**src/rtl/id_stage_if.sv**
```systemverilog
// -----------------------------------------------------------------------------
// id_stage_if
//   Handshake bundle around the NPC instruction-decode stage. It carries
//   the fetch-side input (instruction, PC, valid/ready, flush) and the
//   ID/EX-side output (registered decode result, valid/ready).
//
//   Parameters
//     XLEN   datapath width (32 or 64)
//     RF_AW  register-file address width
//
//   Modports
//     master  the decode stage: consumes fetch inputs and out_ready,
//             drives in_ready and the ID/EX register contents
//     slave   the surrounding pipeline (fetch + EX side)
// -----------------------------------------------------------------------------
interface id_stage_if #(
  parameter int XLEN  = 64,
  parameter int RF_AW = 5
);
  // fetch -> ID
  logic             in_valid;
  logic             in_ready;
  logic [31:0]      inst_i;
  logic [XLEN-1:0]  inst_addr_i;
  logic             flush_i;

  // ID -> EX
  logic             out_valid;
  logic             out_ready;
  logic [31:0]      inst_o;
  logic [XLEN-1:0]  inst_addr_o;
  logic [XLEN-1:0]  op1_o;
  logic [XLEN-1:0]  op2_o;
  logic [3:0]       alu_op_o;
  logic             reg_we_o;
  logic [RF_AW-1:0] reg_waddr_o;
  logic             illegal_o;

  modport master (
    input  in_valid, inst_i, inst_addr_i, flush_i, out_ready,
    output in_ready, out_valid, inst_o, inst_addr_o, op1_o, op2_o,
           alu_op_o, reg_we_o, reg_waddr_o, illegal_o
  );

  modport slave (
    output in_valid, inst_i, inst_addr_i, flush_i, out_ready,
    input  in_ready, out_valid, inst_o, inst_addr_o, op1_o, op2_o,
           alu_op_o, reg_we_o, reg_waddr_o, illegal_o
  );
endinterface

```
**src/rtl/id_stage.sv**
```systemverilog
// -----------------------------------------------------------------------------
// id_stage
//   Registered instruction-decode stage of the NPC core. Decodes the
//   RV32I/RV64I integer ALU subset (OP-IMM, OP, LUI, AUIPC) into two ALU
//   operands and an ALU opcode, and holds the result in an ID/EX register
//   under a valid/ready handshake. Register-file read addresses and enables
//   are driven combinationally from the incoming instruction; the RF returns
//   data in the same cycle and the operands are sampled at the accept edge.
//
//   Parameters
//     XLEN   datapath width, 32 or 64
//     RF_AW  register-file address width
//
//   Ports
//     clk, rst                  clock, asynchronous active-high reset
//     bus (id_stage_if.master)  fetch handshake in, ID/EX register out
//     reg{1,2}_raddr_o/read_o   combinational RF read address / enable
//     reg{1,2}_rdata_i          RF read data (same cycle)
//     ex_we_i/waddr_i/wdata_i   EX-stage result, used for bypassing
//
//   Build option
//     ID_BYPASS_EN  when defined, a source whose address matches the EX
//                   destination (non-zero, EX writing, source read) takes
//                   ex_wdata_i instead of the RF data. When undefined the
//                   ex_* ports are present but ignored.
// -----------------------------------------------------------------------------
module id_stage #(
  parameter int XLEN  = 64,
  parameter int RF_AW = 5
) (
  input  logic             clk,
  input  logic             rst,
  id_stage_if.master       bus,
  output logic [RF_AW-1:0] reg1_raddr_o,
  output logic [RF_AW-1:0] reg2_raddr_o,
  output logic             reg1_read_o,
  output logic             reg2_read_o,
  input  logic [XLEN-1:0]  reg1_rdata_i,
  input  logic [XLEN-1:0]  reg2_rdata_i,
  input  logic             ex_we_i,
  input  logic [RF_AW-1:0] ex_waddr_i,
  input  logic [XLEN-1:0]  ex_wdata_i
);

  // ---------------------------------------------------------------------------
  // Types and constants
  // ---------------------------------------------------------------------------
  typedef enum logic [3:0] {
    ALU_ADD  = 4'd0,
    ALU_SUB  = 4'd1,
    ALU_SLL  = 4'd2,
    ALU_SLT  = 4'd3,
    ALU_SLTU = 4'd4,
    ALU_XOR  = 4'd5,
    ALU_SRL  = 4'd6,
    ALU_SRA  = 4'd7,
    ALU_OR   = 4'd8,
    ALU_AND  = 4'd9
  } alu_op_e;

  localparam logic [6:0] OPC_OP_IMM = 7'b0010011;
  localparam logic [6:0] OPC_OP     = 7'b0110011;
  localparam logic [6:0] OPC_LUI    = 7'b0110111;
  localparam logic [6:0] OPC_AUIPC  = 7'b0010111;

  localparam logic [6:0] F7_BASE = 7'b0000000;
  localparam logic [6:0] F7_ALT  = 7'b0100000;

  // Contents of the ID/EX pipeline register.
  typedef struct packed {
    logic [31:0]      inst;
    logic [XLEN-1:0]  pc;
    logic [XLEN-1:0]  op1;
    logic [XLEN-1:0]  op2;
    alu_op_e          alu_op;
    logic             we;
    logic [RF_AW-1:0] waddr;
    logic             illegal;
  } idex_t;

  // ---------------------------------------------------------------------------
  // Instruction fields
  // ---------------------------------------------------------------------------
  logic [6:0] opcode;
  logic [2:0] funct3;
  logic [6:0] funct7;
  logic [4:0] rd;
  logic [4:0] rs1;
  logic [4:0] rs2;

  assign opcode = bus.inst_i[6:0];
  assign rd     = bus.inst_i[11:7];
  assign funct3 = bus.inst_i[14:12];
  assign rs1    = bus.inst_i[19:15];
  assign rs2    = bus.inst_i[24:20];
  assign funct7 = bus.inst_i[31:25];

  // ---------------------------------------------------------------------------
  // Immediates, all extended to XLEN
  // ---------------------------------------------------------------------------
  logic signed [11:0] imm_i12;
  logic signed [31:0] imm_u32;
  logic [XLEN-1:0]    imm_i;
  logic [XLEN-1:0]    imm_u;
  logic [XLEN-1:0]    imm_sh;
  logic               shamt_ok;
  logic               shift_hi_zero;

  assign imm_i12 = bus.inst_i[31:20];
  assign imm_u32 = {bus.inst_i[31:12], 12'b0};
  // Size casts of signed values sign-extend; shamt is unsigned so it zero-extends.
  assign imm_i   = XLEN'(imm_i12);
  assign imm_u   = XLEN'(imm_u32);
  assign imm_sh  = XLEN'(bus.inst_i[25:20]);

  // A 6-bit shamt only exists on RV64; on RV32 shamt[5] set is reserved.
  assign shamt_ok      = (XLEN == 64) || !bus.inst_i[25];
  assign shift_hi_zero = (bus.inst_i[31:26] == 6'b000000);

  // ---------------------------------------------------------------------------
  // Decode
  // ---------------------------------------------------------------------------
  logic            illegal;
  logic            use_rs1;
  logic            use_rs2;
  logic            op1_pc;
  logic [XLEN-1:0] imm;
  alu_op_e         alu_op;

  always_comb begin
    // NOTE: every output of this block gets a default before any branch, so
    // no path can leave one unassigned and infer a latch.
    illegal = 1'b1;
    use_rs1 = 1'b0;
    use_rs2 = 1'b0;
    op1_pc  = 1'b0;
    imm     = '0;
    alu_op  = ALU_ADD;

    case (opcode)
      OPC_OP_IMM: begin
        illegal = 1'b0;
        use_rs1 = 1'b1;
        imm     = imm_i;
        case (funct3)
          3'b000: alu_op = ALU_ADD;
          3'b010: alu_op = ALU_SLT;
          3'b011: alu_op = ALU_SLTU;
          3'b100: alu_op = ALU_XOR;
          3'b110: alu_op = ALU_OR;
          3'b111: alu_op = ALU_AND;
          3'b001: begin
            alu_op  = ALU_SLL;
            imm     = imm_sh;
            illegal = !shift_hi_zero || !shamt_ok;
          end
          3'b101: begin
            // inst[30] is the only bit that separates SRAI from SRLI once the
            // remaining high bits have been checked.
            alu_op  = bus.inst_i[30] ? ALU_SRA : ALU_SRL;
            imm     = imm_sh;
            illegal = !(shift_hi_zero || (bus.inst_i[31:26] == 6'b010000)) || !shamt_ok;
          end
        endcase
      end

      OPC_OP: begin
        use_rs1 = 1'b1;
        use_rs2 = 1'b1;
        if (funct7 == F7_BASE) begin
          illegal = 1'b0;
          case (funct3)
            3'b000: alu_op = ALU_ADD;
            3'b001: alu_op = ALU_SLL;
            3'b010: alu_op = ALU_SLT;
            3'b011: alu_op = ALU_SLTU;
            3'b100: alu_op = ALU_XOR;
            3'b101: alu_op = ALU_SRL;
            3'b110: alu_op = ALU_OR;
            3'b111: alu_op = ALU_AND;
          endcase
        end else if (funct7 == F7_ALT && funct3 == 3'b000) begin
          illegal = 1'b0;
          alu_op  = ALU_SUB;
        end else if (funct7 == F7_ALT && funct3 == 3'b101) begin
          illegal = 1'b0;
          alu_op  = ALU_SRA;
        end
      end

      OPC_LUI: begin
        illegal = 1'b0;
        imm     = imm_u;
      end

      OPC_AUIPC: begin
        illegal = 1'b0;
        op1_pc  = 1'b1;
        imm     = imm_u;
      end

      default: ;
    endcase

    // Unsupported encodings present a fully neutral decode: no RF reads,
    // zero operands, ADD.
    if (illegal) begin
      use_rs1 = 1'b0;
      use_rs2 = 1'b0;
      op1_pc  = 1'b0;
      imm     = '0;
      alu_op  = ALU_ADD;
    end
  end

  // ---------------------------------------------------------------------------
  // Register-file read ports (independent of in_valid)
  // ---------------------------------------------------------------------------
  assign reg1_read_o  = use_rs1;
  assign reg2_read_o  = use_rs2;
  assign reg1_raddr_o = use_rs1 ? RF_AW'(rs1) : '0;
  assign reg2_raddr_o = use_rs2 ? RF_AW'(rs2) : '0;

  // ---------------------------------------------------------------------------
  // Source operand values
  // ---------------------------------------------------------------------------
  logic [XLEN-1:0] rs1_val;
  logic [XLEN-1:0] rs2_val;

`ifdef ID_BYPASS_EN
  // x0 is never forwarded: it reads as zero regardless of what EX claims.
  logic byp1;
  logic byp2;

  assign byp1 = ex_we_i && reg1_read_o && (reg1_raddr_o != '0) && (ex_waddr_i == reg1_raddr_o);
  assign byp2 = ex_we_i && reg2_read_o && (reg2_raddr_o != '0) && (ex_waddr_i == reg2_raddr_o);

  assign rs1_val = byp1 ? ex_wdata_i : reg1_rdata_i;
  assign rs2_val = byp2 ? ex_wdata_i : reg2_rdata_i;
`else
  // The EX result ports stay on the boundary so both builds share one
  // pinout; without forwarding they have no load.
  logic unused_ex;

  assign unused_ex = ^{ex_we_i, ex_waddr_i, ex_wdata_i};
  assign rs1_val   = reg1_rdata_i;
  assign rs2_val   = reg2_rdata_i;
`endif

  // ---------------------------------------------------------------------------
  // Next ID/EX contents
  // ---------------------------------------------------------------------------
  idex_t idex_d;
  logic  rd_we;

  // Writes to x0 are dropped here so EX never sees a write-back to x0.
  assign rd_we = !illegal && (rd != 5'd0);

  always_comb begin
    idex_d         = '0;
    idex_d.inst    = bus.inst_i;
    idex_d.pc      = bus.inst_addr_i;
    idex_d.op1     = use_rs1 ? rs1_val : (op1_pc ? bus.inst_addr_i : '0);
    idex_d.op2     = use_rs2 ? rs2_val : imm;
    idex_d.alu_op  = alu_op;
    idex_d.we      = rd_we;
    idex_d.waddr   = rd_we ? RF_AW'(rd) : '0;
    idex_d.illegal = illegal;
  end

  // ---------------------------------------------------------------------------
  // Handshake and pipeline register
  // ---------------------------------------------------------------------------
  idex_t idex_q;
  logic  out_valid_q;
  logic  accept;

  assign bus.in_ready = !out_valid_q || bus.out_ready;
  assign accept       = bus.in_valid && bus.in_ready && !bus.flush_i;

  always_ff @(posedge clk or posedge rst) begin
    if (rst) begin
      out_valid_q <= 1'b0;
      idex_q      <= '0;
    end else if (bus.flush_i) begin
      // Flush drops both the held and the incoming instruction; the data
      // registers keep their old contents behind the cleared valid.
      out_valid_q <= 1'b0;
    end else if (accept) begin
      // NOTE: sequential state uses non-blocking assignments so every
      // register here samples pre-edge values regardless of statement order.
      out_valid_q <= 1'b1;
      idex_q      <= idex_d;
    end else if (out_valid_q && bus.out_ready) begin
      out_valid_q <= 1'b0;
    end
  end

  assign bus.out_valid   = out_valid_q;
  assign bus.inst_o      = idex_q.inst;
  assign bus.inst_addr_o = idex_q.pc;
  assign bus.op1_o       = idex_q.op1;
  assign bus.op2_o       = idex_q.op2;
  assign bus.alu_op_o    = idex_q.alu_op;
  assign bus.reg_we_o    = idex_q.we;
  assign bus.reg_waddr_o = idex_q.waddr;
  assign bus.illegal_o   = idex_q.illegal;

endmodule

```
**src/flat_wrapper.sv**
```systemverilog
// flat-port wrapper written by rule: the top's interface ports become plain ports
module id_stage_flat 
#(
  parameter int XLEN  = 64,
  parameter int RF_AW = 5
)
  (clk, rst, reg1_raddr_o, reg2_raddr_o, reg1_read_o, reg2_read_o, reg1_rdata_i, reg2_rdata_i, ex_we_i, ex_waddr_i, ex_wdata_i, bus_in_valid, bus_inst_i, bus_inst_addr_i, bus_flush_i, bus_out_ready, bus_in_ready, bus_out_valid, bus_inst_o, bus_inst_addr_o, bus_op1_o, bus_op2_o, bus_alu_op_o, bus_reg_we_o, bus_reg_waddr_o, bus_illegal_o);
  id_stage_if #(.XLEN(XLEN), .RF_AW(RF_AW)) bus_i ();
  input  logic clk;
  input  logic rst;
  output logic [RF_AW-1:0] reg1_raddr_o;
  output logic [RF_AW-1:0] reg2_raddr_o;
  output logic reg1_read_o;
  output logic reg2_read_o;
  input  logic [XLEN-1:0] reg1_rdata_i;
  input  logic [XLEN-1:0] reg2_rdata_i;
  input  logic ex_we_i;
  input  logic [RF_AW-1:0] ex_waddr_i;
  input  logic [XLEN-1:0] ex_wdata_i;
  input wire logic [$bits(bus_i.in_valid)-1:0] bus_in_valid;
  input wire logic [$bits(bus_i.inst_i)-1:0] bus_inst_i;
  input wire logic [$bits(bus_i.inst_addr_i)-1:0] bus_inst_addr_i;
  input wire logic [$bits(bus_i.flush_i)-1:0] bus_flush_i;
  input wire logic [$bits(bus_i.out_ready)-1:0] bus_out_ready;
  output wire logic [$bits(bus_i.in_ready)-1:0] bus_in_ready;
  output wire logic [$bits(bus_i.out_valid)-1:0] bus_out_valid;
  output wire logic [$bits(bus_i.inst_o)-1:0] bus_inst_o;
  output wire logic [$bits(bus_i.inst_addr_o)-1:0] bus_inst_addr_o;
  output wire logic [$bits(bus_i.op1_o)-1:0] bus_op1_o;
  output wire logic [$bits(bus_i.op2_o)-1:0] bus_op2_o;
  output wire logic [$bits(bus_i.alu_op_o)-1:0] bus_alu_op_o;
  output wire logic [$bits(bus_i.reg_we_o)-1:0] bus_reg_we_o;
  output wire logic [$bits(bus_i.reg_waddr_o)-1:0] bus_reg_waddr_o;
  output wire logic [$bits(bus_i.illegal_o)-1:0] bus_illegal_o;
  assign bus_i.in_valid = bus_in_valid;
  assign bus_i.inst_i = bus_inst_i;
  assign bus_i.inst_addr_i = bus_inst_addr_i;
  assign bus_i.flush_i = bus_flush_i;
  assign bus_i.out_ready = bus_out_ready;
  assign bus_in_ready = bus_i.in_ready;
  assign bus_out_valid = bus_i.out_valid;
  assign bus_inst_o = bus_i.inst_o;
  assign bus_inst_addr_o = bus_i.inst_addr_o;
  assign bus_op1_o = bus_i.op1_o;
  assign bus_op2_o = bus_i.op2_o;
  assign bus_alu_op_o = bus_i.alu_op_o;
  assign bus_reg_we_o = bus_i.reg_we_o;
  assign bus_reg_waddr_o = bus_i.reg_waddr_o;
  assign bus_illegal_o = bus_i.illegal_o;
  id_stage #(.XLEN(XLEN), .RF_AW(RF_AW)) u_core (.clk(clk), .rst(rst), .bus(bus_i), .reg1_raddr_o(reg1_raddr_o), .reg2_raddr_o(reg2_raddr_o), .reg1_read_o(reg1_read_o), .reg2_read_o(reg2_read_o), .reg1_rdata_i(reg1_rdata_i), .reg2_rdata_i(reg2_rdata_i), .ex_we_i(ex_we_i), .ex_waddr_i(ex_waddr_i), .ex_wdata_i(ex_wdata_i));
endmodule
```
**config.mk**
```make
export PLATFORM = sky130hd
export DESIGN_NAME = id_stage_flat
export DESIGN_NICKNAME = d
export VERILOG_FILES = /design/src/rtl/id_stage_if.sv /design/src/rtl/id_stage.sv /design/src/flat_wrapper.sv
export SDC_FILE = /design/constraint.sdc
export NUM_CORES = 1
export LEC_CHECK = 0
export ABC_CLOCK_PERIOD_IN_PS = 6800
export BUFFER_PORTS_ARGS = -buffer_cell sky130_fd_sc_hd__buf_2
export CAP_MARGIN = 10
export CORE_AREA = 2 2 210 212
export DETAILED_ROUTE_END_ITERATION = 10
export DIE_AREA = 0 0 212 214
export GPL_ROUTABILITY_DRIVEN = 0
export HOLD_SLACK_MARGIN = 0.1
export PLACE_DENSITY = 0.58
export SYNTH_ARGS = -nofsm -noshare
export SYNTH_HDL_FRONTEND = slang
export SYNTH_SLANG_ARGS = --single-unit
```
**constraint.sdc**
```tcl
create_clock -name clk -period 6.8 [get_ports clk]
set_input_delay 0.68 -clock clk [delete_from_list [all_inputs] [get_ports clk]]
set_output_delay 0.68 -clock clk [all_outputs]
set_load 0.02 [all_outputs]
```
==> impl_metrics.toml, run 1 <==
[grt]
grt_max_degree = 226
grt_pass1_wl_um = 55720
grt_use_total = 0.1552
antenna_found_initial = 3
gr-total-overflow = 0
grt_pass1_vias = 9472

[yosys]
synth_seq_cells = 236
syn-num-nets = 1356
yosys_warnings = 0
postSynthAreaPerCell_um2 = 9.587
seq_area_frac_synth = 0.5850
synthCells = 1053
synth.distinct_cells = 47
syn-cell-area_um2 = 10090

[cts]
clk_latency_ns = 0.56
numCtsBuffers = 29
cts_tree = "yes"
cts_root_buf = "clkbuf_16"
clkSinkCount = 236
clockBufferDepth = 3
cts.htree.levels = 1
clk_pin_slew_ns = 0.06

[drt]
firstDrtPassIters = 5
num_vias = 9440
detail-route-antenna-nets = 0
wl_per_cell_um = 17.31
viasPerCell = 4.482
wirelength_um = 36450
drc = 0
drt-initial-drc-count = 569

[timing]
finalHoldViolCount = 0
clock_skew_ns = 0.01797
final_max_slew_viol_count = 0
rsz0062_at_grt = "no"
finalCriticalPeriod_ns = 3.989
tightest_slew_ns = 1.018
period_share = 0.5867
slew_headroom = 0.3216
clock.fmax_mhz = 250.7
final.setup.tns_ns = 0
setup_viol = 0

[placed_design]
dp_cells = 2051
hpwl_um = 25490
port_buffers = 477

[critical_path]
crit_type = "input pin to output port"
reg2reg_slack_ns = 3.94
reg2reg_depth = 6
arrival_ns = 3.31
end_kind = "output port"
cp_max_fo = 45
cp.required_ns = 6.12
critPathLaunchType = "input pin"

[floorplanning]
fp-row-count = 76
core_area_um2 = 42890
ios = 548
start_util = 0.2354
die_y_um = 214
dieArea_um2 = 45370
die_w_um = 212

[final_layout]
layout-drive-gt1-share = 0.3650
fill_cells = 4534
stdcell_count = 2106
fin_nets = 1801
final_common_cell = "buf_2"
final_cell_mix = "buf_2, nand2_1, dfrtp_1"
utilization = 0.3263
synthToLayoutAreaGrowth_pct = 38.63

[status]
status = "finished, final reports clean"

[hold_path]
hold_path_depth = 3
hp-class = "input pin to flip-flop"

[power]
p_per_area_nw_per_um2 = 270.1
ir_drop_mv = 0.1611
power_leakage_nw = 7.710

[flow_run]
drv_cap = 0
==> final timing paths <==
check                                             end                  startpoint
setup reg to reg                 u_core.bus.op1_o[60]        u_core.bus.out_valid
hold reg to reg            u_core.bus.inst_addr_o[35]  u_core.bus.inst_addr_o[35]
setup / recovery                      reg2_raddr_o[4]               bus_inst_i[6]
min in group asynchronous       u_core.bus.inst_o[13]                         rst
max in group asynchronous  u_core.bus.inst_addr_o[62]                         rst
hold / removal             u_core.bus.inst_addr_o[51]         bus_inst_addr_i[51]
==> worst max-delay path, cell delays in order <==
cell and delay [ns]:
buf_2 0.13, nand4bb_1 0.29, nor3_2 0.80, nand3_1 0.15
buf_4 0.25, inv_2 0.58, and2_1 0.22, buf_2 0.16
==> state kept, by name (all words and copies together) (netlist names) <==
name                    flops
u_core.bus.op2_o           64
u_core.bus.inst_addr_o     64
u_core.bus.reg_waddr_o      5
u_core.bus.reg_we_o         1
u_core.bus.inst_o          32
u_core.bus.illegal_o        1
u_core.bus.out_valid        1
u_core.bus.op1_o           64
u_core.bus.alu_op_o         4
==> per-stage QoR <==
step / area (um2) / worst slack, ns / hold slack (ns) / power, mW
2_1_floorplan: 10100 / 3.028 / 0.5827 / 1.992
3_3_place_gp: 13060 / 2.731 / 0.4476 / 2.291
3_5_place_dp: 13060 / 2.711 / 0.4568 / 2.301
4_1_cts: 13990 / 2.695 / 0.2764 / 3.851
5_1_grt: 13990 / 2.534 / 0.3006 / 3.969
6_report: 13990 / 2.811 / 0.3152 / 3.780
==> layer usage <==
metal	wire length, um	global-route usage	part of all wire
met4	887	0.04695	0.024
met3	2767	0.03958	0.076
met2	17330	0.2631	0.48
met1	15470	0.1931	0.42
met5	0	0	0
==> final cells by class <==
type / instances / area, um2 / share of cell area
clock buffer: 43 / 818.3 / 0.05847
timing repair buffer: 493 / 2535 / 0.1811
sequential: 236 / 5906 / 0.4220
inverter: 8 / 33.78 / 0.002414
tap: 585 / 732.0 / 0.05230
clock inverter: 8 / 103.9 / 0.007421
antenna: 3 / 7.507 / 0.0005364
multi-input combinational: 730 / 3859 / 0.2757
==> power breakdown <==
part           internal [mW]  total (mW)  switching (mW)
Sequential              1.54        1.61          0.0678
Combinational          0.216       0.661           0.445
Clock                  0.904        1.51           0.609
==> cell usage after synthesis, drive strengths merged <==
cell type | n | area (um2)
a221o | 64 | 640.6
inv | 8 | 30.03
o22ai | 1 | 6.260
nand4bb | 1 | 11.26
a32o | 1 | 10.01
a21oi | 47 | 235.2
nand3b | 1 | 7.510
nor2 | 66 | 247.7
buf | 10 | 55.05
a211oi | 15 | 112.6
nor4 | 3 | 33.78
nor3b | 1 | 12.51
ha | 4 | 50.05
o21ai | 22 | 110.1
nor3 | 18 | 95.09
o211a | 1 | 10.01
o31a | 1 | 8.760
nand2 | 352 | 1321
o211ai | 1 | 7.510
or4 | 2 | 18.77
clkbuf | 69 | 259.0
a22o | 12 | 115.1
and2 | 13 | 81.33
a31oi | 2 | 12.51
or3 | 1 | 6.260
o31ai | 1 | 7.510
a2bb2oi | 1 | 8.760
dfrtp | 236 | 5906
nand3 | 7 | 35.03
nor2b | 5 | 31.28
or2 | 2 | 12.51
a311oi | 1 | 26.28
nand2b | 3 | 18.77
mux2 | 1 | 11.26
o22a | 1 | 8.760
a32oi | 5 | 43.79
o311a | 1 | 21.27
and3 | 66 | 412.9
a21o | 7 | 52.55
==> repair_timing <==
item / 4_1_cts / 5_1_grt
hold buffers: 1 / 0
hold endpoints to repair: 6 / 0
buffers inserted: 0 / 0
gates resized for setup: 0 / 0
==> logic make-up (layout without fill, tap and decap cells) <==
group,count (synthesis),count (layout),synth area share
other,0,3,0
and+or+nand+nor,541,541,0.2324
DFF,236,236,0.5850
muxes,1,1,0.001115
buffers and inverters,87,552,0.03409
adders and majority gates,4,4,0.004958
AOI/OAI and AO/OA,184,184,0.1424
(Power assumes the default switching activity.)
==> run 2, diff against run 1 <==
--- a/config.mk
+++ b/config.mk
@@ -5,7 +5,7 @@
 export SDC_FILE = /design/constraint.sdc
 export NUM_CORES = 1
 export LEC_CHECK = 0
-export ABC_CLOCK_PERIOD_IN_PS = 6800
+export ABC_CLOCK_PERIOD_IN_PS = 3430
 export BUFFER_PORTS_ARGS = -buffer_cell sky130_fd_sc_hd__buf_2
 export CAP_MARGIN = 10
 export CORE_AREA = 2 2 210 212
==> constraint.sdc (replaced) <==
create_clock -name clk -period 3.43 [get_ports clk]
set_input_delay 0.343 -clock clk [delete_from_list [all_inputs] [get_ports clk]]
set_output_delay 0.343 -clock clk [all_outputs]
set_load 0.02 [all_outputs]
==> run 2 against run 1 <==
First-iteration DRC count is 41% higher. Flip-flop and latch count stayed put. Setup slack worse by 2.6 ns. Non-clock buffer count increased by 208. Via count rose by 11%. Largest power group unchanged. Register-to-register slack worse by 2.8 ns. Clock skew decreased by 0.0044 ns. Clock power rose by 100%. Hold slack worse by 0.19 ns.
==> impl_metrics.toml, run 2 (synthesis gave the netlist of run 1 again) <==
[critical_path]
end_kind = "output port"
cp.required_ns = 3.09
crit_type = "input pin to output port"
critPathLaunchType = "input pin"
arrival_ns = 2.85
cp_max_fo = 9
reg2reg_slack_ns = 1.18

[grt]
grt_pass1_wl_um = 61630
grt_pass1_vias = 10750
grt_max_degree = 104
grt_use_total = 0.1721
antenna_found_initial = 5
gr-total-overflow = 0

[timing]
slew_headroom = 0.6071
whs_ns = 0.1260
finalHoldViolCount = 0
clock_skew_ns = 0.01359
tightest_slew_ns = 0.5888
rsz0062_at_grt = "no"
period_share = 0.9314
clock.fmax_mhz = 313.0
setup_viol = 0
final_max_slew_viol_count = 0
finalCriticalPeriod_ns = 3.195

[cts]
clk_pin_slew_ns = 0.06
numCtsBuffers = 28
clk_latency_ns = 0.56
cts_tree = "yes"
clockBufferDepth = 3
clkSinkCount = 236
cts_root_buf = "clkbuf_16"
cts.htree.levels = 1

[final_layout]
utilization = 0.3757
final_common_cell = "buf_2"
final_cell_mix = "buf_2, nand2_1, dfrtp_1"
synthToLayoutAreaGrowth_pct = 59.61
stdcell_count = 2314
finalInstanceArea_um2 = 16110
fin_nets = 2008
layout-drive-gt1-share = 0.3310

[power]
ir_drop_mv = 0.3604
p_per_area_nw_per_um2 = 479.8
power_leakage_nw = 8.612
p_total_mw = 7.731

[drt]
viasPerCell = 4.535
wirelength_um = 40400
drc = 0
num_vias = 10500
firstDrtPassIters = 5
detail-route-antenna-nets = 0
drt-initial-drc-count = 801
wl_per_cell_um = 17.46

[floorplanning]
core_area_um2 = 42890
die_w_um = 212
die_y_um = 214
start_util = 0.2354
ios = 548
dieArea_um2 = 45370
fp-row-count = 76

[placed_design]
port_buffers = 477
placed_cell_area_um2 = 13190
dp_cells = 2062
hpwl_um = 26320

[flow_run]
drv_cap = 0

[status]
status = "finished, final reports clean"

[hold_path]
hp-class = "input pin to flip-flop"
run 2: changes by cell type in the layout (fill, tap and decap cells not counted):
cell	change
clkinvlp_4	+2
buf_4	+9
diode_2	+1
inv_8	-1
clkbuf_8	+5
dlygate4sd3_1	+195
inv_6	-1
bufinv_16	-1
clkbuf_1	-5
buf_12	+4
run 2: layout make-up:
| type | count | area [um2] |
|---|---|---|
| Clock inverter | 7 | 68.82 |
| Fill cell | 4213 | 26770 |
| Tap cell | 585 | 732.0 |
| Inverter | 8 | 33.78 |
| Multi-Input combinational cell | 730 | 3859 |
| Timing Repair Buffer | 701 | 4634 |
| Clock buffer | 43 | 868.3 |
| Sequential cell | 236 | 5906 |
| Antenna cell | 4 | 10.01 |
run 2: final timing paths:
check / cells after the start / end / start
worst max-delay path: 11 / reg1_raddr_o[1] / bus_inst_i[13]
worst min-delay path: 3 / u_core.bus.op2_o[13] / reg2_rdata_i[13]
worst max register to register: 7 / u_core.bus.op2_o[21] / u_core.bus.out_valid
worst min register to register: 2 / u_core.bus.reg_waddr_o[1] / u_core.bus.reg_waddr_o[1]
max in group asynchronous: 4 / u_core.bus.op1_o[10] / rst
min in group asynchronous: 3 / u_core.bus.inst_o[13] / rst
run 2: worst max-delay path, stage by stage:
cell           delay [ns]
dlygate4sd3_1        0.54
buf_2                0.18
inv_1                0.09
ha_1                 0.30
mux2_2               0.32
o211ai_1             0.26
and3_1               0.27
nor3_1               0.07
buf_4                0.16
and2_1               0.15
buf_2                0.15
run 2: per-layer routing:
metal | global-route usage | vias to the layer above | wire [um]
li1 | - | 4913 | -
met2 | 0.2960 | 449 | 19620
met1 | 0.2100 | 5054 | 16530
met3 | 0.03885 | 79 | 2991
met4 | 0.06150 | 0 | 1251
met5 | 0 | - | 0
run 2: where the power goes:
group / leakage, nW / internal (mW) / total, mW / switching [mW]
sequential: 3.04 / 3.05 / 3.18 / 0.136
combinational: 5.12 / 0.585 / 1.52 / 0.935
clock: 0.458 / 1.81 / 3.03 / 1.22
run 2: repair_timing:
| item | in CTS | in global routing |
|---|---|---|
| hold endpoints to repair | 216 | 0 |
| buffers inserted | 0 | 2 |
| gates resized for setup | 0 | 0 |
| hold buffers | 196 | 0 |
| setup endpoints to repair | 0 | 5 |
run 2: through the flow:
stage	TNS, ns	setup slack (ns)
after floorplan	-1.151	-0.004877
after global placement	0	0.6996
after detailed placement	0	0.6549
after CTS	0	0.07987
after global routing	0	0.04897
final	0	0.2352
